## config.mk

```make
export PLATFORM = sky130hd
export DESIGN_NAME = serial_subtractor_flat
export DESIGN_NICKNAME = d
export VERILOG_FILES = /design/src/rtl/serial_subtractor_if.sv /design/src/rtl/serial_subtractor.sv /design/src/flat_wrapper.sv
export SDC_FILE = /design/constraint.sdc
export NUM_CORES = 1
export LEC_CHECK = 0
export ABC_AREA = 1
export CAP_MARGIN = 40
export CORE_UTILIZATION = 51
export DETAILED_ROUTE_END_ITERATION = 10
export PLACE_DENSITY = 0.78
export SLEW_MARGIN = 20
export SYNTH_ARGS = -nofsm -noshare
export SYNTH_HDL_FRONTEND = slang
export SYNTH_SLANG_ARGS = --single-unit
```

## constraint.sdc

```tcl
create_clock -name clk -period 1.7 [get_ports clk]
set_input_delay 0.425 -clock clk [delete_from_list [all_inputs] [get_ports clk]]
set_output_delay 0.425 -clock clk [all_outputs]
set_load 0.02 [all_outputs]
```

## src/rtl/serial_subtractor_if.sv

```systemverilog
// Request/result bundle for the bit-serial subtractor: operands and start in,
// busy/done handshake and the registered result out.
interface serial_subtractor_if #(
    parameter int WIDTH = 8
);
    logic             start;
    logic [WIDTH-1:0] a;
    logic [WIDTH-1:0] b;
    logic             bin;
    logic             busy;
    logic             done;
    logic [WIDTH-1:0] diff;
    logic             bout;
    logic             ovf;

    modport master (
        output start, a, b, bin,
        input  busy, done, diff, bout, ovf
    );

    modport slave (
        input  start, a, b, bin,
        output busy, done, diff, bout, ovf
    );
endinterface

```

## src/rtl/serial_subtractor.sv

```systemverilog
// Bit-serial LSB-first subtractor: diff = a - b - bin over WIDTH clocks using a
// single full-subtractor cell and one borrow flip-flop.
//
// state | meaning
// IDLE  | waiting for start; results from the last completion are held
// RUN   | one bit per clock; finishes on the edge where count == WIDTH-1
module serial_subtractor #(
    parameter int WIDTH = 8
) (
    input  logic                 clk,
    input  logic                 rst_n,
    serial_subtractor_if.slave   sub_if
);
    localparam int CW = $clog2(WIDTH) + 1;
    localparam logic [CW-1:0] LAST_BIT = CW'(WIDTH - 1);

    typedef enum logic {
        S_IDLE,
        S_RUN
    } state_t;

    state_t           state_q, state_d;
    logic [WIDTH-1:0] a_sr_q,  a_sr_d;
    logic [WIDTH-1:0] b_sr_q,  b_sr_d;
    logic [WIDTH-1:0] res_q,   res_d;
    logic             br_q,    br_d;
    logic [CW-1:0]    cnt_q,   cnt_d;
    logic             a_msb_q, a_msb_d;
    logic             b_msb_q, b_msb_d;
    logic [WIDTH-1:0] diff_q,  diff_d;
    logic             bout_q,  bout_d;
    logic             ovf_q,   ovf_d;
    logic             done_q,  done_d;

    logic x_bit, y_bit, d_bit, br_next;

    always_comb begin
        x_bit   = a_sr_q[0];
        y_bit   = b_sr_q[0];
        d_bit   = x_bit ^ y_bit ^ br_q;
        br_next = (~x_bit & y_bit) | (~(x_bit ^ y_bit) & br_q);
    end

    always_comb begin
        state_d = state_q;
        a_sr_d  = a_sr_q;
        b_sr_d  = b_sr_q;
        res_d   = res_q;
        br_d    = br_q;
        cnt_d   = cnt_q;
        a_msb_d = a_msb_q;
        b_msb_d = b_msb_q;
        diff_d  = diff_q;
        bout_d  = bout_q;
        ovf_d   = ovf_q;
        done_d  = 1'b0;

        unique case (state_q)
            S_IDLE: begin
                if (sub_if.start) begin
                    state_d = S_RUN;
                    a_sr_d  = sub_if.a;
                    b_sr_d  = sub_if.b;
                    br_d    = sub_if.bin;
                    res_d   = '0;
                    cnt_d   = '0;
                    a_msb_d = sub_if.a[WIDTH-1];
                    b_msb_d = sub_if.b[WIDTH-1];
                end
            end

            S_RUN: begin
                a_sr_d = a_sr_q >> 1;
                b_sr_d = b_sr_q >> 1;
                res_d  = {d_bit, res_q[WIDTH-1:1]};
                br_d   = br_next;
                cnt_d  = cnt_q + CW'(1);
                if (cnt_q == LAST_BIT) begin
                    // d_bit is the result MSB on this final edge
                    state_d = S_IDLE;
                    diff_d  = {d_bit, res_q[WIDTH-1:1]};
                    bout_d  = br_next;
                    ovf_d   = (a_msb_q ^ b_msb_q) & (d_bit ^ a_msb_q);
                    done_d  = 1'b1;
                end
            end

            default: state_d = S_IDLE;
        endcase
    end

    always_ff @(posedge clk) begin
        if (!rst_n) begin
            state_q <= S_IDLE;
            a_sr_q  <= '0;
            b_sr_q  <= '0;
            res_q   <= '0;
            br_q    <= 1'b0;
            cnt_q   <= '0;
            a_msb_q <= 1'b0;
            b_msb_q <= 1'b0;
            diff_q  <= '0;
            bout_q  <= 1'b0;
            ovf_q   <= 1'b0;
            done_q  <= 1'b0;
        end else begin
            state_q <= state_d;
            a_sr_q  <= a_sr_d;
            b_sr_q  <= b_sr_d;
            res_q   <= res_d;
            br_q    <= br_d;
            cnt_q   <= cnt_d;
            a_msb_q <= a_msb_d;
            b_msb_q <= b_msb_d;
            diff_q  <= diff_d;
            bout_q  <= bout_d;
            ovf_q   <= ovf_d;
            done_q  <= done_d;
        end
    end

    assign sub_if.busy = (state_q == S_RUN);
    assign sub_if.done = done_q;
    assign sub_if.diff = diff_q;
    assign sub_if.bout = bout_q;
    assign sub_if.ovf  = ovf_q;
endmodule
```

## src/flat_wrapper.sv

```systemverilog
// flat-port wrapper written by rule: the top's interface ports become plain ports
module serial_subtractor_flat 
#(
    parameter int WIDTH = 8
)
  (clk, rst_n, sub_if_start, sub_if_a, sub_if_b, sub_if_bin, sub_if_busy, sub_if_done, sub_if_diff, sub_if_bout, sub_if_ovf);
  serial_subtractor_if #(.WIDTH(WIDTH)) sub_if_i ();
  input  logic clk;
  input  logic rst_n;
  input wire logic [$bits(sub_if_i.start)-1:0] sub_if_start;
  input wire logic [$bits(sub_if_i.a)-1:0] sub_if_a;
  input wire logic [$bits(sub_if_i.b)-1:0] sub_if_b;
  input wire logic [$bits(sub_if_i.bin)-1:0] sub_if_bin;
  output wire logic [$bits(sub_if_i.busy)-1:0] sub_if_busy;
  output wire logic [$bits(sub_if_i.done)-1:0] sub_if_done;
  output wire logic [$bits(sub_if_i.diff)-1:0] sub_if_diff;
  output wire logic [$bits(sub_if_i.bout)-1:0] sub_if_bout;
  output wire logic [$bits(sub_if_i.ovf)-1:0] sub_if_ovf;
  assign sub_if_i.start = sub_if_start;
  assign sub_if_i.a = sub_if_a;
  assign sub_if_i.b = sub_if_b;
  assign sub_if_i.bin = sub_if_bin;
  assign sub_if_busy = sub_if_i.busy;
  assign sub_if_done = sub_if_i.done;
  assign sub_if_diff = sub_if_i.diff;
  assign sub_if_bout = sub_if_i.bout;
  assign sub_if_ovf = sub_if_i.ovf;
  serial_subtractor #(.WIDTH(WIDTH)) u_core (.clk(clk), .rst_n(rst_n), .sub_if(sub_if_i));
endmodule
```

==> metrics.md, run 1 <==
| Metric | Value |
|---|---|
| Routed length per placed instance | 10.6 um |
| Root Driver | clkbuf_4 |
| Vias in the first global route | 1349 |
| Post-synth top cells | nand2_1, nand3_1, dfxtp_1, inv_1, a21oi_1 |
| Slowest stage delay, CP | 400 ps |
| Postcts setup bufs | 0 |
| Die Ht | 61.5 um |
| Crit-path cells | dlygate4sd2_1 |
| Fraction of registers with async set/reset | 0% |
| Full die area | 3780 sq um |
| Critical path depth | 1 |
| Yosys top cell area share | 46.6% |
| Register bit total from synthesis | 42 |
| Top_reg_cell synth | dfxtp_1 |
| TritonCTS Sinks | 42 |
| Crit path launch type | flop |
| Hold slack | 462 ps |
| Crit Path Max Fanout | 2 |
| CTS Buffer Depth | 2 |
| Max frequency | 0.659 GHz |
| First-pass GRT wire length | 5580 um |
| Fin nets | 301 |
| Drt first pass iters | 5 |
| CP Data Required Time | 1270 ps |
| Peak supply drop | 0.638 mV |
| Measured slew at the worst slew-check pin | 386 ps |
| Cells after Synth | 248 |
| Hold_buf cts | 0 |
| Layout area overhead | 22.2% |
| Area leader, netlist | dfxtp_1 |
| Hold Path Depth | 2 |
| Via-to-Cell Ratio | 4.84 |
| Post-synth cell types | 19 |
| Placed wire-length estimate | 2420 um |
| Register area | 841 sq um |
| CTS tree | done |
| Routed Antenna Nets | 0 |
| RSZ-0062 raised after global routing | no |
| Relative slew slack | 74.2% |
| ANT cells | 0 |
| Post-synth EDFFs | 0 |
| Setup TNS | 0 ps |
| Max-cap violations | 0 |
| Synthesized area | 1800 sq um |
| Worst setup margin | 182 ps |
| Syn_nets | 270 |
| R2R setup slack | 250 ps |
| Worst-skew pair later-pin latency | 350 ps |
| Synth Area per Inst | 7.27 sq um |
| Max stage delay cell, worst path | dfxtp_1 |
| FP Rows | 21 |
| Sequential share of the synthesized area | 46.6% |
| Core area | 3360 sq um |
| Initial Util | 53.6% |
| Crit path max-delay family | flip-flops |
| Max-slew violations | 0 |
| Critical Path AT | 1090 ps |
| Port Buf Inserts | 31 |
| DRC | 0 |
| Final Skew | 7.19 ps |
| Reg clk slew, reported paths | 130 ps |
| Fin crit share | 89.3% |
| Layout cells sized above 1 | 7.14% |
| Gp weighted congestion | 0.704 |
| Finish-stage setup viols | 0 |
| Largest net degree at the start of global routing | 30 |
| DRC violation total after the first TritonRoute iteration | 74 |
| Synth top area cells | dfxtp_1, nand2_1, nand3_1 |
| Hold Crit Class | reg2reg |
| Fin util | 65.5% |
| IO Count | 32 |
| Die X | 61.5 um |
| # fillers | 322 |
| Critical path buffer and inverter count | 1 |
| Count leader, synth | nand2_1 |
| Synth Warn # | 0 |
| CTS H-tree depth | 2 |
| WL final | 3470 um |
| Pwr per Cell Area | 860 nW/um^2 |
| Fin. Hold Viols | 0 |
| Crit path kind | reg2out |
| Initial antenna violation count | 0 |
| Area of the multi-input gates | 752 sq um |
| Final Cell Area | 2200 sq um |
| Num CTS Buffers | 5 |
| Crit path time final | 1520 ps |
| Status | finished clean |
| Placement Setup Slack | 24.8 ps |
| Total global-route track usage | 20.2% |
| GRT Residual Overflow | 0 |
| Vias post-DR | 1579 |
| Worst Reg-to-Reg Cells | 6 |
| Post-placement cell area | 2140 sq um |
| Static Leakage | 1.09 nW |
| Nature of the critical path endpoint | output port |
==> power breakdown <==
part	internal [mW]	switching [mW]
sequential	1.02	0.0184
combinational	0.101	0.117
clock	0.309	0.334
total	1.43	0.469
==> worst paths after layout <==
path,startpoint,to
min,u_core.res_q[1],u_core.sub_if.diff[0]
max reg2reg,u_core.br_q,u_core.sub_if.ovf
min reg2reg,u_core.res_q[1],u_core.sub_if.diff[0]
max,u_core.sub_if.busy,sub_if_busy
==> per-layer routing <==
metal  share of wire [%]  vias up  global-route usage (%)
li1                    -      834                       -
met1                  48      713                    26.0
met2                  48       27                    33.5
met3                 3.0        5                    4.41
met4                 1.2        0                    7.62
met5                   0        -                       0
==> per-stage QoR <==
stage	std cells	power, mW
after global placement	318	1.27
after global routing	326	1.98
final	326	1.90
after CTS	326	1.91
after floorplan	248	1.20
after detailed placement	318	1.28
==> sequential cells by signal, summed over array words and instances (netlist names) <==
register / count
u_core.sub_if.done: 1
u_core.b_msb_q: 1
u_core.cnt_q: 4
u_core.br_q: 1
u_core.res_q: 7
u_core.sub_if.diff: 8
u_core.sub_if.bout: 1
u_core.sub_if.busy: 1
u_core.a_msb_q: 1
u_core.b_sr_q: 8
u_core.sub_if.ovf: 1
u_core.a_sr_q: 8
==> cell families (layout without fill, tap and decap cells) <==
family,after synthesis,count (layout),synth area share [%]
simple gates,153,153,36.8
flops,42,42,46.6
buf+inv,40,72,11.7
compound gates,11,11,3.05
fa+ha+maj,2,2,1.80
==> placed cells by master (no fill, tap or decap) <==
| cell | instances |
|---|---|
| nand2_2 | 2 |
| nand3b_1 | 1 |
| inv_1 | 25 |
| nor3b_1 | 1 |
| buf_4 | 5 |
| nand2_1 | 92 |
| nor3_1 | 1 |
| inv_2 | 1 |
| dlygate4sd2_1 | 12 |
| o21ai_0 | 2 |
| ha_1 | 1 |
| dfxtp_1 | 42 |
| clkbuf_4 | 5 |
| bufinv_16 | 1 |
| nor2_8 | 1 |
| clkinvlp_4 | 2 |
| clkdlybuf4s50_1 | 19 |
| a21oi_1 | 9 |
| fa_1 | 1 |
| nand3_1 | 46 |
| nor2_2 | 1 |
| nor2_1 | 8 |
| buf_12 | 2 |
==> repair_timing <==
item,in CTS,in global routing
setup endpoints to repair,12,0
resized for setup,12,0
hold endpoints to repair,0,0
==> layout make-up <==
class / instances / share of cell area [%]
Inverter: 26 / 4.43
Clock inverter: 3 / 2.04
Tap cell: 46 / 2.61
Clock buffer: 5 / 1.70
Multi-Input combinational cell: 166 / 34.1
Timing Repair Buffer: 38 / 16.9
Sequential cell: 42 / 38.2
(Power assumes the default switching activity.)
==> inputs of run 2 (changes only) <==
--- a/config.mk
+++ b/config.mk
@@ -8,8 +8,10 @@
 export ABC_AREA = 1
 export CAP_MARGIN = 40
 export CORE_UTILIZATION = 51
+export CTS_CLUSTER_DIAMETER = 80
 export DETAILED_ROUTE_END_ITERATION = 10
 export PLACE_DENSITY = 0.78
+export REMOVE_ABC_BUFFERS = 1
 export SLEW_MARGIN = 20
 export SYNTH_ARGS = -nofsm -noshare
 export SYNTH_HDL_FRONTEND = slang
==> run 2 against run 1 <==
Worst setup slack got worse by 45 ps. Highest routed layer unchanged. Combinational power about the same. Global-route usage decreased by 0.17 points. Sequential power about the same. Critical endpoint unchanged. Via count decreased by 1.0%. Sequential share of layout area about the same.
==> metrics.md, run 2 (synthesis results as in run 1) <==
| Metric | Value |
|---|---|
| Hold_buf cts | 0 (unchanged) |
| CTS H-tree depth | 2 (unchanged) |
| Crit path time final | 1560 ps (+45.4 ps) |
| Hold Crit Class | reg2reg |
| RR Endpoint | u_core.sub_if.ovf |
| Vias in the first global route | 1323 (-1.9%) |
| Reg clk slew, reported paths | 120 ps (about the same) |
| Max frequency | 0.640 GHz (-2.9%) |
| Routed Antenna Nets | 0 (unchanged) |
| Crit-path cells | dlygate4sd2_1 |
| Layout area overhead | 22.3% (about the same) |
| Vias post-DR | 1563 (-1.0%) |
| Full die area | 3780 sq um (unchanged) |
| Worst R2R Start | u_core.br_q |
| CTS Buffer Depth | 2 (unchanged) |
| Fin util | 65.6% (about the same) |
| Initial Util | 53.6% (unchanged) |
| Critical Path AT | 1140 ps (+50 ps) |
| Die X | 61.5 um (unchanged) |
| CTS tree | done |
| Max-cap violations | 0 (unchanged) |
| First-pass GRT wire length | 5580 um (+0.13%) |
| # fillers | 327 (+1.6%) |
| FP Rows | 21 (unchanged) |
| Hold slack | 467 ps (+5.23 ps) |
| DRC violation total after the first TritonRoute iteration | 87 (+18%) |
| Switching share of power | 24.0% (-0.72 points) |
| Most common cell after layout, fill and taps aside | nand2_1 |
| Fin. Hold Viols | 0 (unchanged) |
| Crit path kind | reg2out |
| Hold_sp | u_core.sub_if.diff[6] |
| Sequential share of power | 55.1% (+0.5 points) |
| Critical path buffer and inverter count | 1 (unchanged) |
| Die Ht | 61.5 um (unchanged) |
| ANT cells | 0 (unchanged) |
| Peak supply drop | 0.421 mV (-34%) |
| NetSw | 0.452 mW (-3.6%) |
| Slowest stage delay, CP | 430 ps (+30 ps) |
| Hold-critical path endpoint | u_core.sub_if.diff[6] |
| Finish-stage setup viols | 0 (unchanged) |
| TritonCTS Sinks | 42 (unchanged) |
| Placed wire-length estimate | 2360 um (-2.2%) |
| Fin crit share | 92.0% (+2.7 points) |
| Total power | 1.88 mW (-0.75%) |
| Static Leakage | 1.11 nW (+1.2%) |
| Max-slew violations | 0 (unchanged) |
| Port Buf Inserts | 31 (unchanged) |
| Commonest cells after routing, fill and taps aside | nand2_1, nand3_1, dfxtp_1 |
| Setup TNS | 0 ps (unchanged) |
| RSZ-0062 raised after global routing | no |
| Via-to-Cell Ratio | 4.81 (-0.71%) |
| Crit Path Max Fanout | 2 (unchanged) |
| Hold Path Depth | 2 (unchanged) |
| Total global-route track usage | 20.1% (-0.17 points) |
| Status | finished clean |
| Gp weighted congestion | 0.753 (+6.9%) |
| IO Count | 32 (unchanged) |
| Worst Reg-to-Reg Cells | 6 (unchanged) |
| GRT Residual Overflow | 0 (unchanged) |
| Pwr per Cell Area | 853 nW/um^2 (-0.80%) |
| Num CTS Buffers | 5 (unchanged) |
| Relative slew slack | 74.4% (+0.14 points) |
| Crit path max-delay family | flip-flops |
| Fin nets | 300 (-0.33%) |
| Post-placement cell area | 2140 sq um (+0.23%) |
| Root Driver | clkbuf_4 |
| CTS resizes | 11 (-1) |
| Gate power share | 11.4% (about the same) |
| Final Cell Area | 2200 sq um (about the same) |
| Routed length per placed instance | 10.5 um (-1.6%) |
| Core area | 3360 sq um (unchanged) |
| CP Data Required Time | 1270 ps (about the same) |
| Initial antenna violation count | 0 (unchanged) |
| Critical path depth | 1 (unchanged) |
| Layout cells sized above 1 | 6.09% (-1.0 points) |
| Final Skew | 10.5 ps (+3.31 ps) |
| R2R setup slack | 310 ps (+60 ps) |
| DRC | 0 (unchanged) |
| Max stage delay cell, worst path | dfxtp_1 |
| Nature of the critical path endpoint | output port |
| WL final | 3400 um (-1.9%) |
| Measured slew at the worst slew-check pin | 384 ps (-2.10 ps) |
| Pint | 1.43 mW (+0.20%) |
| Crit path launch type | flop |
| Worst-skew pair later-pin latency | 350 ps (about the same) |
| Clock power frac | 33.5% (-0.4 points) |
| Largest net degree at the start of global routing | 30 (unchanged) |
| Postcts setup bufs | 0 (unchanged) |
| Drt first pass iters | 4 (-1) |
==> run 2: cell count changes in the layout (fill, tap and decap cells not counted), sizes merged <==
| cell | delta |
|---|---|
| clkinvlp | -2 |
| buf | -1 |
| dlygate4sd2 | -1 |
| dlymetal6s2s | +1 |
| clkbuf | +2 |
==> run 2: layout make-up <==
class / count / area [sq um] / area share [%]
well taps: 46 / 57.6 / 2.61
inverters: 26 / 97.6 / 4.43
clock buffers: 7 / 45.0 / 2.04
flip-flops and latches: 42 / 841 / 38.1
clock inverters: 1 / 30.0 / 1.36
multi-input cells: 166 / 752 / 34.1
repair buffers: 37 / 382 / 17.3
==> run 2: per-layer routing <==
| layer | up-vias | track usage [%] | wire length, um |
|---|---|---|---|
| li1 | 832 | - | - |
| met3 | 8 | 5.88 | 83 |
| met5 | - | 0 | 0 |
| met4 | 0 | 8.25 | 58 |
| met2 | 21 | 31.1 | 1570 |
| met1 | 702 | 26.3 | 1690 |
==> run 2: tightest hold or removal path, stage by stage, from the launching register on <==
cell     delay, ps
dfxtp_1        330
nand3_1         70
nand2_1         40
==> run 2: per-stage QoR <==
step | setup WS (ps) | cells
CTS | 5.51 | 325
finish | 137 | 325
global route | 84.6 | 325
global placement | 60.9 | 317
detailed placement | 39.2 | 317
floorplan | -28.8 | 234
==> run 2: power by group through the flow <==
stage	combinational, mW	sequential, mW	clock [mW]
2_1_floorplan	0.0954	1.07	0
5_1_grt	0.243	1.04	0.680
4_1_cts	0.216	1.04	0.630
3_3_place_gp	0.213	1.06	0
6_report	0.215	1.04	0.631
3_5_place_dp	0.216	1.06	0
==> run 2: how the worst max path moves through the flow <==
stage	slack, ps	start	to
floorplan	-30	u_core.sub_if.busy	u_core.cnt_q[0]
global placement	60	sub_if_start	u_core.b_sr_q[3]
detailed placement	40	sub_if_start	u_core.a_sr_q[0]
CTS	6	u_core.sub_if.done	sub_if_done
global route	80	u_core.sub_if.busy	sub_if_busy
finish	140	u_core.sub_if.busy	sub_if_busy
